===== config.mk =====
export PLATFORM = sky130hd
export DESIGN_NAME = led_sequencer
export DESIGN_NICKNAME = d
export VERILOG_FILES = /design/src/rtl/led_seq_pkg.sv /design/src/rtl/led_prescaler.sv /design/src/rtl/led_sequencer.sv
export SDC_FILE = /design/constraint.sdc
export NUM_CORES = 1
export LEC_CHECK = 0
export CAP_MARGIN = 20
export CELL_PAD_IN_SITES_DETAIL_PLACEMENT = 0
export CELL_PAD_IN_SITES_GLOBAL_PLACEMENT = 1
export CORE_ASPECT_RATIO = 0.5
export CORE_UTILIZATION = 49
export DETAILED_ROUTE_END_ITERATION = 7
export PLACE_DENSITY_LB_ADDON = 0.2
export SYNTH_ARGS = -nofsm -noshare
export SYNTH_HDL_FRONTEND = slang
export SYNTH_SLANG_ARGS = --single-unit

===== constraint.sdc =====
create_clock -name clk -period 6.2 [get_ports clk]
set_input_delay 1.24 -clock clk [delete_from_list [all_inputs] [get_ports clk]]
set_output_delay 1.24 -clock clk [all_outputs]
set_load 0.005 [all_outputs]

===== src/rtl/led_seq_pkg.sv =====
// Shared encodings for the LED pattern sequencer: modes, FSM states, initial patterns.
// Pure declarations, no timing; nothing here carries flow control.
package led_seq_pkg;

  typedef enum logic [1:0] {
    MODE_COUNT  = 2'd0,
    MODE_SCAN   = 2'd1,
    MODE_BLINK  = 2'd2,
    MODE_ROTATE = 2'd3
  } mode_e;

  typedef enum logic [1:0] {
    ST_RUN  = 2'd0,
    ST_HOLD = 2'd1,
    ST_LOAD = 2'd2
  } state_e;

  localparam logic [7:0] INIT_COUNT  = 8'h00;
  localparam logic [7:0] INIT_SCAN   = 8'h01;
  localparam logic [7:0] INIT_BLINK  = 8'hFF;
  localparam logic [7:0] INIT_ROTATE = 8'h01;

  function automatic logic [7:0] init_pattern(input mode_e m);
    logic [7:0] p;
    p = INIT_COUNT;
    case (m)
      MODE_COUNT:  p = INIT_COUNT;
      MODE_SCAN:   p = INIT_SCAN;
      MODE_BLINK:  p = INIT_BLINK;
      MODE_ROTATE: p = INIT_ROTATE;
      default:     p = INIT_COUNT;
    endcase
    return p;
  endfunction

endpackage


===== src/rtl/led_prescaler.sv =====
// Programmable prescaler: one-cycle tick_o once the count reaches 2^(BASE_SHIFT+rate_i)-1.
// Tick is combinational from the count register; hold_i freezes the count, clear_i zeroes it and wins.
module led_prescaler #(
  parameter int BASE_SHIFT = 16
) (
  input  logic       clk,
  input  logic       rst_n,
  input  logic [2:0] rate_i,
  input  logic       hold_i,
  input  logic       clear_i,
  output logic       tick_o
);

  localparam int CW = BASE_SHIFT + 7;

  logic [CW-1:0] cnt_q, cnt_d, term;
  logic          at_term;

  // Low BASE_SHIFT+rate bits set; at the widest rate the shift empties the word and term is all ones.
  assign term    = ~({CW{1'b1}} << (BASE_SHIFT + int'(rate_i)));
  assign at_term = (cnt_q >= term);
  assign tick_o  = at_term && !hold_i && !clear_i;

  always_comb begin
    cnt_d = cnt_q;
    if (clear_i)      cnt_d = '0;
    else if (hold_i)  cnt_d = cnt_q;
    else if (at_term) cnt_d = '0;
    else              cnt_d = cnt_q + CW'(1);
  end

  always_ff @(posedge clk or negedge rst_n) begin
    if (!rst_n) cnt_q <= '0;
    else        cnt_q <= cnt_d;
  end

endmodule


===== src/rtl/led_sequencer.sv =====
// 8-LED pattern sequencer: synchronised switches, prescaler tick, mode FSM; TICK/LEDs one edge after a tick.
// Switch edges act SYNC_STAGES+1 edges later; no backpressure. LED_SEQUENCER_PWM_EN adds BRIGHT dimming.
module led_sequencer
  import led_seq_pkg::*;
#(
  parameter int BASE_SHIFT  = 16,
  parameter int SYNC_STAGES = 2
) (
  input  logic       clk,
  input  logic       NOTRESET,
  input  logic [1:0] MODE,
  input  logic [2:0] RATE,
  input  logic       PAUSE,
`ifdef LED_SEQUENCER_PWM_EN
  input  logic [3:0] BRIGHT,
`endif
  output logic       TICK,
  output logic       LED7,
  output logic       LED6,
  output logic       LED5,
  output logic       LED4,
  output logic       LED3,
  output logic       LED2,
  output logic       LED1,
  output logic       LED0
);

`ifdef LED_SEQUENCER_PWM_EN
  localparam int SW = 10;
`else
  localparam int SW = 6;
`endif

  logic [SW-1:0] sync_in;
  logic [SW-1:0] sync_q [SYNC_STAGES];

`ifdef LED_SEQUENCER_PWM_EN
  assign sync_in = {BRIGHT, PAUSE, RATE, MODE};
`else
  assign sync_in = {PAUSE, RATE, MODE};
`endif

  always_ff @(posedge clk or negedge NOTRESET) begin
    if (!NOTRESET) begin
      for (int i = 0; i < SYNC_STAGES; i++) sync_q[i] <= '0;
    end else begin
      sync_q[0] <= sync_in;
      for (int i = 1; i < SYNC_STAGES; i++) sync_q[i] <= sync_q[i-1];
    end
  end

  mode_e      mode_s;
  logic [2:0] rate_s;
  logic       pause_s;

  assign mode_s  = mode_e'(sync_q[SYNC_STAGES-1][1:0]);
  assign rate_s  = sync_q[SYNC_STAGES-1][4:2];
  assign pause_s = sync_q[SYNC_STAGES-1][5];

  state_e     state_q;
  mode_e      mode_q;
  logic [7:0] pat_q;
  logic       dir_down_q;
  logic       tick_q;

  logic       mode_chg, presc_clear, presc_tick;
  logic [7:0] pat_adv;
  logic       dir_adv;

  // A mode change outranks both a coincident tick and pause: the prescaler is cleared instead.
  assign mode_chg    = (state_q != ST_LOAD) && (mode_s != mode_q);
  assign presc_clear = mode_chg || (state_q == ST_LOAD);

  led_prescaler #(.BASE_SHIFT(BASE_SHIFT)) u_presc (
    .clk     (clk),
    .rst_n   (NOTRESET),
    .rate_i  (rate_s),
    .hold_i  (pause_s),
    .clear_i (presc_clear),
    .tick_o  (presc_tick)
  );

  always_comb begin
    pat_adv = pat_q;
    dir_adv = dir_down_q;
    case (mode_q)
      MODE_COUNT:  pat_adv = pat_q + 8'd1;
      MODE_SCAN: begin
        if (!dir_down_q) begin
          if (pat_q == 8'h80) begin
            pat_adv = 8'h40;
            dir_adv = 1'b1;
          end else begin
            pat_adv = pat_q << 1;
          end
        end else begin
          if (pat_q == 8'h01) begin
            pat_adv = 8'h02;
            dir_adv = 1'b0;
          end else begin
            pat_adv = pat_q >> 1;
          end
        end
      end
      MODE_BLINK:  pat_adv = ~pat_q;
      MODE_ROTATE: pat_adv = {pat_q[6:0], pat_q[7]};
      default:     pat_adv = pat_q;
    endcase
  end

  always_ff @(posedge clk or negedge NOTRESET) begin
    if (!NOTRESET) begin
      state_q    <= ST_RUN;
      mode_q     <= MODE_COUNT;
      pat_q      <= INIT_COUNT;
      dir_down_q <= 1'b0;
      tick_q     <= 1'b0;
    end else begin
      tick_q <= 1'b0;
      case (state_q)
        ST_LOAD: state_q <= pause_s ? ST_HOLD : ST_RUN;
        default: begin
          if (mode_chg) begin
            state_q    <= ST_LOAD;
            mode_q     <= mode_s;
            pat_q      <= init_pattern(mode_s);
            dir_down_q <= 1'b0;
          end else begin
            state_q <= pause_s ? ST_HOLD : ST_RUN;
            if (presc_tick) begin
              pat_q      <= pat_adv;
              dir_down_q <= dir_adv;
              tick_q     <= 1'b1;
            end
          end
        end
      endcase
    end
  end

  assign TICK = tick_q;

`ifdef LED_SEQUENCER_PWM_EN
  logic [3:0] pwm_q;
  logic [3:0] bright_s;
  logic       pwm_on;

  assign bright_s = sync_q[SYNC_STAGES-1][9:6];
  assign pwm_on   = (pwm_q <= bright_s);

  always_ff @(posedge clk or negedge NOTRESET) begin
    if (!NOTRESET) pwm_q <= 4'd0;
    else           pwm_q <= pwm_q + 4'd1;
  end

  assign {LED7, LED6, LED5, LED4, LED3, LED2, LED1, LED0} = pat_q & {8{pwm_on}};
`else
  assign {LED7, LED6, LED5, LED4, LED3, LED2, LED1, LED0} = pat_q;
`endif

endmodule


=== Yosys cells after proc, flatten, opt, wreduce, memory -nomap -nowiden ===
Cells that the tools add are included.

* Register bits after elaboration: 49
* Bits of input ports: 8
* Output and inout port bits: 9
* Logic and storage cells: 64

* Add/subtract/negate cells: 3
* Order comparisons: 1
* Equality and inequality tests: 12
* Shift operators: 1
* Mux-type cells: 22
* Bitwise operators: 3
* Reduce and logical (&&, ||, !) cells: 14

{| class="wikitable"
|+ Operators by type and width
! kind !! count
|-
| $mux W23 || 3
|-
| $mux W8 || 4
|-
| $pmux W8 S4 || 1
|-
| $shl A23 B32 Y23 const A || 1
|-
| $pmux W8 S3 || 1
|-
| $add A23 B1 Y23 const B || 1
|-
| $ge A23 B23 Y1 || 1
|-
| $not A23 Y23 || 1
|-
| $eq A2 B2 Y1 const B || 5
|-
| $mux W1 || 10
|-
| $add A8 B1 Y8 const B || 1
|-
| $eq A8 B1 Y1 const B || 1
|-
| $eq A8 B8 Y1 const B || 1
|-
| $not A8 Y8 || 1
|-
| $mux W7 || 1
|-
| $add A5 B3 Y6 const A || 1
|-
| $eq A2 B1 Y1 const B || 2
|-
| $logic_not A2 Y1 || 2
|-
| $mux W2 || 2
|-
| $reduce_and A2 Y1 || 2
|-
| $reduce_bool A2 Y1 || 2
|-
| $logic_and A1 B1 Y1 || 3
|-
| $reduce_and A3 Y1 || 1
|-
| $logic_not A1 Y1 || 2
|-
| other kinds (6) || 6
|}

=== Depth between registers and ports, before layout ===
* Depth in word-level cells: 9
* Gate-level depth with buffers: 10
* Gate-level depth less buffers: 9

=== By module ===
From an unflattened synthesis, not the netlist that was laid out.

* Cells, all modules: 334
* Area, all modules: 3045.4 um^2

{| class="wikitable"
|+ By module, submodules not included
! module !! times used !! cells an instance !! area an instance (um^2) !! seq. area each (um^2)
|-
| led_sequencer || 1 || 167 || 1567.8 || 650.6
|-
| led_prescaler || 1 || 167 || 1477.7 || 575.6
|}

=== Least setup slack after synthesis ===
No wires, ideal clock.

* Path kind: reg2reg
* From: reg sync_q, in the netlist rate_s[1]
* To: reg u_presc.cnt_q[15]
* Setup time: 0.069 ns
* Data arrival time: 2.579 ns
* Data required time: 6.131 ns
* Path slack: 3.552 ns
* Cell stages (with the launch flop): 11
* Path buffers: 2
* Clock period less this slack: 2.648 ns
* Cells stage by stage: dfrtp_1 -> o21ai_0 -> ha_1 -> a211oi_1 -> nor2_1 -> or3_1 -> buf_6 -> or4_1 -> clkbuf_4 -> or3_1 -> nand3_1

* Word-level cells in the longest chain between the ends: 7

{| class="wikitable"
|+ Ends and longest elaborated chain
! what !! RTL line !! text
|-
| start, declared || led_sequencer.sv:35 || <nowiki>logic [SW-1:0] sync_q [SYNC_STAGES];</nowiki>
|-
| $add A5 B3 Y6 || led_prescaler.sv:20 || <nowiki>assign term = ~({CW{1'b1}} << (BASE_SHIFT + int'(rate_i)));</nowiki>
|-
| $shl A23 B32 Y23 || led_prescaler.sv:20 ||
|-
| $not A23 Y23 || led_prescaler.sv:20 ||
|-
| $ge A23 B23 Y1 || led_prescaler.sv:21 || <nowiki>assign at_term = (cnt_q >= term);</nowiki>
|-
| $mux W23 || led_prescaler.sv:28 || <nowiki>else if (at_term) cnt_d = '0;</nowiki>
|-
| $mux W23 || led_prescaler.sv:27 || <nowiki>else if (hold_i) cnt_d = cnt_q;</nowiki>
|-
| $mux W23 || led_prescaler.sv:26 || <nowiki>if (clear_i) cnt_d = '0;</nowiki>
|-
| end signal, assigned || led_prescaler.sv:34 || <nowiki>else cnt_q <= cnt_d;</nowiki>
|-
| end, declared || led_prescaler.sv:16 || <nowiki>logic [CW-1:0] cnt_q, cnt_d, term;</nowiki>
|}

Every way passes these cells. The select of a mux whose other input is x is not followed.
A chain may end at the register's enable or synchronous reset.

=== Worst setup path in the final report ===
* From: reg sync_q, in the netlist rate_s[1]
* To: reg u_presc.cnt_q[21]

Same word-level chain as after synthesis.

==> metrics.txt <==
# TYPE chip_impl_metric gauge
chip_impl_metric{name="route.detailed.drc",unit=""} 0
chip_impl_metric{name="post_dp_cell_area",unit="mm^2"} 0.00301
chip_impl_metric{name="drive_gt1_share",unit="%"} 6.79
chip_impl_metric{name="power_switching_share",unit="%"} 36.3
chip_impl_metric{name="grt.total_usage",unit="%"} 22.0
chip_impl_metric{name="final_antenna_net_count",unit=""} 0
chip_impl_metric{name="core.rowCount",unit=""} 19
chip_impl_metric{name="timing.final.setup_violations",unit=""} 0
chip_impl_metric{name="cts_repair_resize_count",unit=""} 0
chip_impl_metric{name="yosys.area_share.simple",unit="%"} 24.6
chip_impl_metric{name="synthesis.yosys.warnings",unit=""} 0
chip_impl_info{name="crit_path_start_kind",value="register"} 1
chip_impl_metric{name="grt.overflow.total",unit=""} 0
chip_impl_metric{name="area_fraction_in_compound_gates_after_synthesis",unit="%"} 19.1
chip_impl_metric{name="start_util",unit="%"} 51.3
chip_impl_metric{name="first_global_vias",unit=""} 2112
chip_impl_info{name="synth-main-ff-cell",value="sky130_fd_sc_hd__dfrtp_1"} 1
chip_impl_metric{name="nNetsFinal",unit=""} 342
chip_impl_metric{name="yosys.area_share.xor_xnor",unit="%"} 1.85
chip_impl_metric{name="clk-insertion-delay-late",unit="ns"} 0.29
chip_impl_metric{name="comb_power_share",unit="%"} 34.9
chip_impl_metric{name="grt_pass1_wl",unit="um"} 10200
chip_impl_metric{name="drt-vias-per-instance",unit=""} 5.89
chip_impl_metric{name="p_leak",unit="uW"} 0.00135
chip_impl_metric{name="drt-initial-drc-count",unit=""} 163
chip_impl_metric{name="synthDistinctLibCells",unit=""} 56
chip_impl_metric{name="fin_crit_sh",unit="%"} 47.1
chip_impl_metric{name="number_of_antenna_violations_at_the_first_check_in_global_routing",unit=""} 0
chip_impl_metric{name="setup_tns",unit="ns"} 0
chip_impl_info{name="min_path_type",value="register to register"} 1
chip_impl_info{name="cts.root.buffer_cell",value="sky130_fd_sc_hd__clkbuf_16"} 1
chip_impl_metric{name="final_report_hold_violation_count",unit=""} 0
chip_impl_metric{name="worst_slew_pin_slew",unit="ns"} 0.800
chip_impl_metric{name="yosys_register_bits",unit=""} 49
chip_impl_metric{name="cp_data_required_time",unit="ns"} 6.40
chip_impl_metric{name="die_h",unit="um"} 55.8
chip_impl_metric{name="fin_hold_ws",unit="ns"} 0.348
chip_impl_metric{name="numCtsBuffers",unit=""} 5
chip_impl_metric{name="internal_power",unit="uW"} 806
chip_impl_metric{name="final-max-slew-violation-count",unit=""} 0
chip_impl_info{name="outcome",value="finished, final reports clean"} 1
chip_impl_metric{name="yosysSeqAreaShare",unit="%"} 43.2
chip_impl_metric{name="routed-via-count",unit=""} 2337
chip_impl_metric{name="post_layout_nonfiller_instances",unit=""} 397
chip_impl_metric{name="maxClockFrequency",unit="GHz"} 0.343
chip_impl_metric{name="mappedNetlistArea",unit="mm^2"} 0.00284
chip_impl_metric{name="syn-mean-instance-area",unit="um^2"} 9.05
chip_impl_metric{name="power",unit="uW"} 1260
chip_impl_metric{name="fp.dieW",unit="um"} 110
chip_impl_metric{name="numPortBuffers",unit=""} 16
chip_impl_metric{name="floorplan.io_pins",unit=""} 17
chip_impl_metric{name="clk_path_buf_depth",unit=""} 2
chip_impl_metric{name="synth-edff-count",unit=""} 0
chip_impl_info{name="grt_setup_unrepaired",value="false"} 1
chip_impl_metric{name="pin_count_of_the_biggest_net_entering_global_routing",unit=""} 50
chip_impl_metric{name="place.detailed.hpwl",unit="um"} 4210
chip_impl_info{name="final_cell_mix",value="49 x sky130_fd_sc_hd__dfrtp_1, 41 x sky130_fd_sc_hd__nand2_1, 25 x sky130_fd_sc_hd__nand3_1, 22 x sky130_fd_sc_hd__o21ai_0, 21 x sky130_fd_sc_hd__a21oi_1"} 1
chip_impl_metric{name="cts.reportedPaths.clkPinSlew",unit="ns"} 0.06
chip_impl_metric{name="drt_wl_total",unit="um"} 6100
chip_impl_metric{name="synth_adder_area_share",unit="%"} 4.85
chip_impl_metric{name="numPlacedInstances",unit=""} 389
chip_impl_metric{name="worst-path-max-fanout",unit=""} 13
chip_impl_metric{name="fillers",unit=""} 484
chip_impl_metric{name="finalClockSkew",unit="ns"} 0.00502
chip_impl_metric{name="tritoncts_num_sinks",unit=""} 49
chip_impl_metric{name="hold_fix_buffers_at_cts",unit=""} 0
chip_impl_metric{name="async_flop_share",unit="%"} 100
chip_impl_metric{name="timing.max_cap.violations",unit=""} 0
chip_impl_metric{name="detail_route.wl_per_cell",unit="um"} 15.4
chip_impl_metric{name="antennaDiodeCount",unit=""} 0
chip_impl_metric{name="power.density_cell_area",unit="mW/mm^2"} 395
chip_impl_metric{name="power.ir.vdd_worst",unit="V"} 0.000296
chip_impl_info{name="mostFrequentLayoutCell",value="sky130_fd_sc_hd__dfrtp_1"} 1
chip_impl_metric{name="clockPowerShare",unit="%"} 27.2
chip_impl_metric{name="area_growth_syn_to_layout",unit="%"} 12.8
chip_impl_metric{name="final_min_period",unit="ns"} 2.92
chip_impl_metric{name="gpl.final_weighted_congestion",unit=""} 0.834
chip_impl_info{name="worst_setup_path_end_kind",value="register"} 1
chip_impl_metric{name="ctsHtreeMaxLevel",unit=""} 2
chip_impl_metric{name="relSlewSlack",unit="%"} 46.6
chip_impl_metric{name="post-route-cell-area",unit="mm^2"} 0.00320
chip_impl_metric{name="syn-num-nets",unit=""} 333
chip_impl_info{name="tritoncts_clock_tree",value="done"} 1
chip_impl_metric{name="core_area",unit="mm^2"} 0.00554
chip_impl_metric{name="cp_data_arrival_time",unit="ns"} 3.12
chip_impl_info{name="main_combinational_cell_family_by_area_after_synthesis",value="simple AND/OR/NAND/NOR gates"} 1
chip_impl_metric{name="post_cts_buffers",unit=""} 0
chip_impl_info{name="timing.setup.critical_path_class",value="register to register"} 1
chip_impl_metric{name="synth_cells",unit=""} 314
chip_impl_metric{name="die_area",unit="mm^2"} 0.00612
chip_impl_metric{name="dr.pass1.iters",unit=""} 4
chip_impl_metric{name="switching_power",unit="uW"} 459
chip_impl_metric{name="seqPwrFrac",unit="%"} 37.9
chip_impl_metric{name="muxShareOfSynthArea",unit="%"} 2.16
==> flip-flops by register name, summed over array words and instances (netlist names), 2 cells and up <==
register and count:
state_q 2, pat_q 8, u_presc.cnt_q 23, mode_q 2
mode_s 2, sync_q 6, rate_s 3
==> metrics by stage <==
step                      util (%)  worst slack (ns)
after floorplan                  -              3.55
after global placement        54.4              3.30
after detailed placement      54.4              3.29
after CTS                     57.8              3.28
after global routing          57.8              3.04
final                         57.8              3.28
==> logic make-up (layout without fill, tap and decap cells) <==
| family | Yosys count | count (layout) |
|---|---|---|
| multiplexers | 6 | 6 |
| XOR/XNOR | 6 | 6 |
| AND/OR/NAND/NOR | 134 | 134 |
| flip-flops | 49 | 49 |
| buffers and inverters | 25 | 35 |
| adder cells (fa/ha/maj) | 11 | 11 |
| AO/OA/AOI/OAI | 83 | 83 |
==> critical path: stages (launching register included) <==
cell	delay, ns
sky130_fd_sc_hd__dfrtp_1	0.42
sky130_fd_sc_hd__o21ai_0	0.18
sky130_fd_sc_hd__ha_1	0.27
sky130_fd_sc_hd__a211oi_1	0.23
sky130_fd_sc_hd__nor2_1	0.06
sky130_fd_sc_hd__or3_1	0.46
sky130_fd_sc_hd__nor4_2	0.60
sky130_fd_sc_hd__buf_4	0.31
sky130_fd_sc_hd__a41oi_1	0.13
sky130_fd_sc_hd__a31oi_1	0.17
==> final timing paths <==
check	end	startpoint	slack, ns	depth (start not counted)
max	u_presc.cnt_q[21]	rate_s[1]	3.28	9
min	mode_s[1]	sync_q[7]	0.35	0
max reg2reg	u_presc.cnt_q[21]	rate_s[1]	3.28	9
min reg2reg	mode_s[1]	sync_q[7]	0.35	0
max in group asynchronous	rate_s[0]	NOTRESET	4.73	2
min in group asynchronous	pat_q[4]	NOTRESET	1.05	2
==> cell usage after synthesis, drive strengths merged, types with 2 or more instances <==
cell     number  share of area [%]
nor3         11                2.1
or4           2               0.53
xnor2         6                1.9
mux2i         5                1.8
o21ai        23                4.4
o221ai        2               0.62
o31ai         2               0.53
nand2b        4               0.88
a21oi        21                3.7
a211oi        2               0.53
ha           11                4.8
o211ai        2               0.53
nor4          5                1.9
nor2         17                2.2
clkbuf       13                1.9
buf           3                1.2
and3          4               0.88
nand3        26                4.8
nor2b         2               0.44
a2bb2oi       3               0.93
a41oi         3               0.93
or3           6                1.3
o211a         4                1.4
a21o          2               0.57
a31oi        11                2.4
nand2        42                5.8
and2          5                1.1
nand4         3               0.66
dfrtp        49                 43
and4          2               0.66
inv           9                1.2
==> metal layers <==
layer	global-route usage, %	up-vias	part of all wire [%]
met5	0	-	0
met4	6.67	0	0.71
met3	5.50	4	3.6
met2	34.9	43	47
met1	29.8	1119	49
li1	-	1171	-
==> cell type report <==
class | instances | area (um^2) | area share (%)
repair buffers | 18 | 170 | 5.31
well taps | 73 | 91.3 | 2.85
clock buffers | 5 | 125 | 3.90
clock inverters | 3 | 65.1 | 2.03
inverters | 9 | 33.8 | 1.05
multi-input cells | 240 | 1490 | 46.6
flip-flops and latches | 49 | 1230 | 38.3
==> power groups by stage <==
stage	combinational [uW]	sequential [uW]	clock, uW
final	442	479	344
after global routing	492	489	366
after CTS	444	475	352
after detailed placement	443	481	0
after global placement	432	479	0
after floorplan	381	404	0
(Power assumes the default switching activity.)
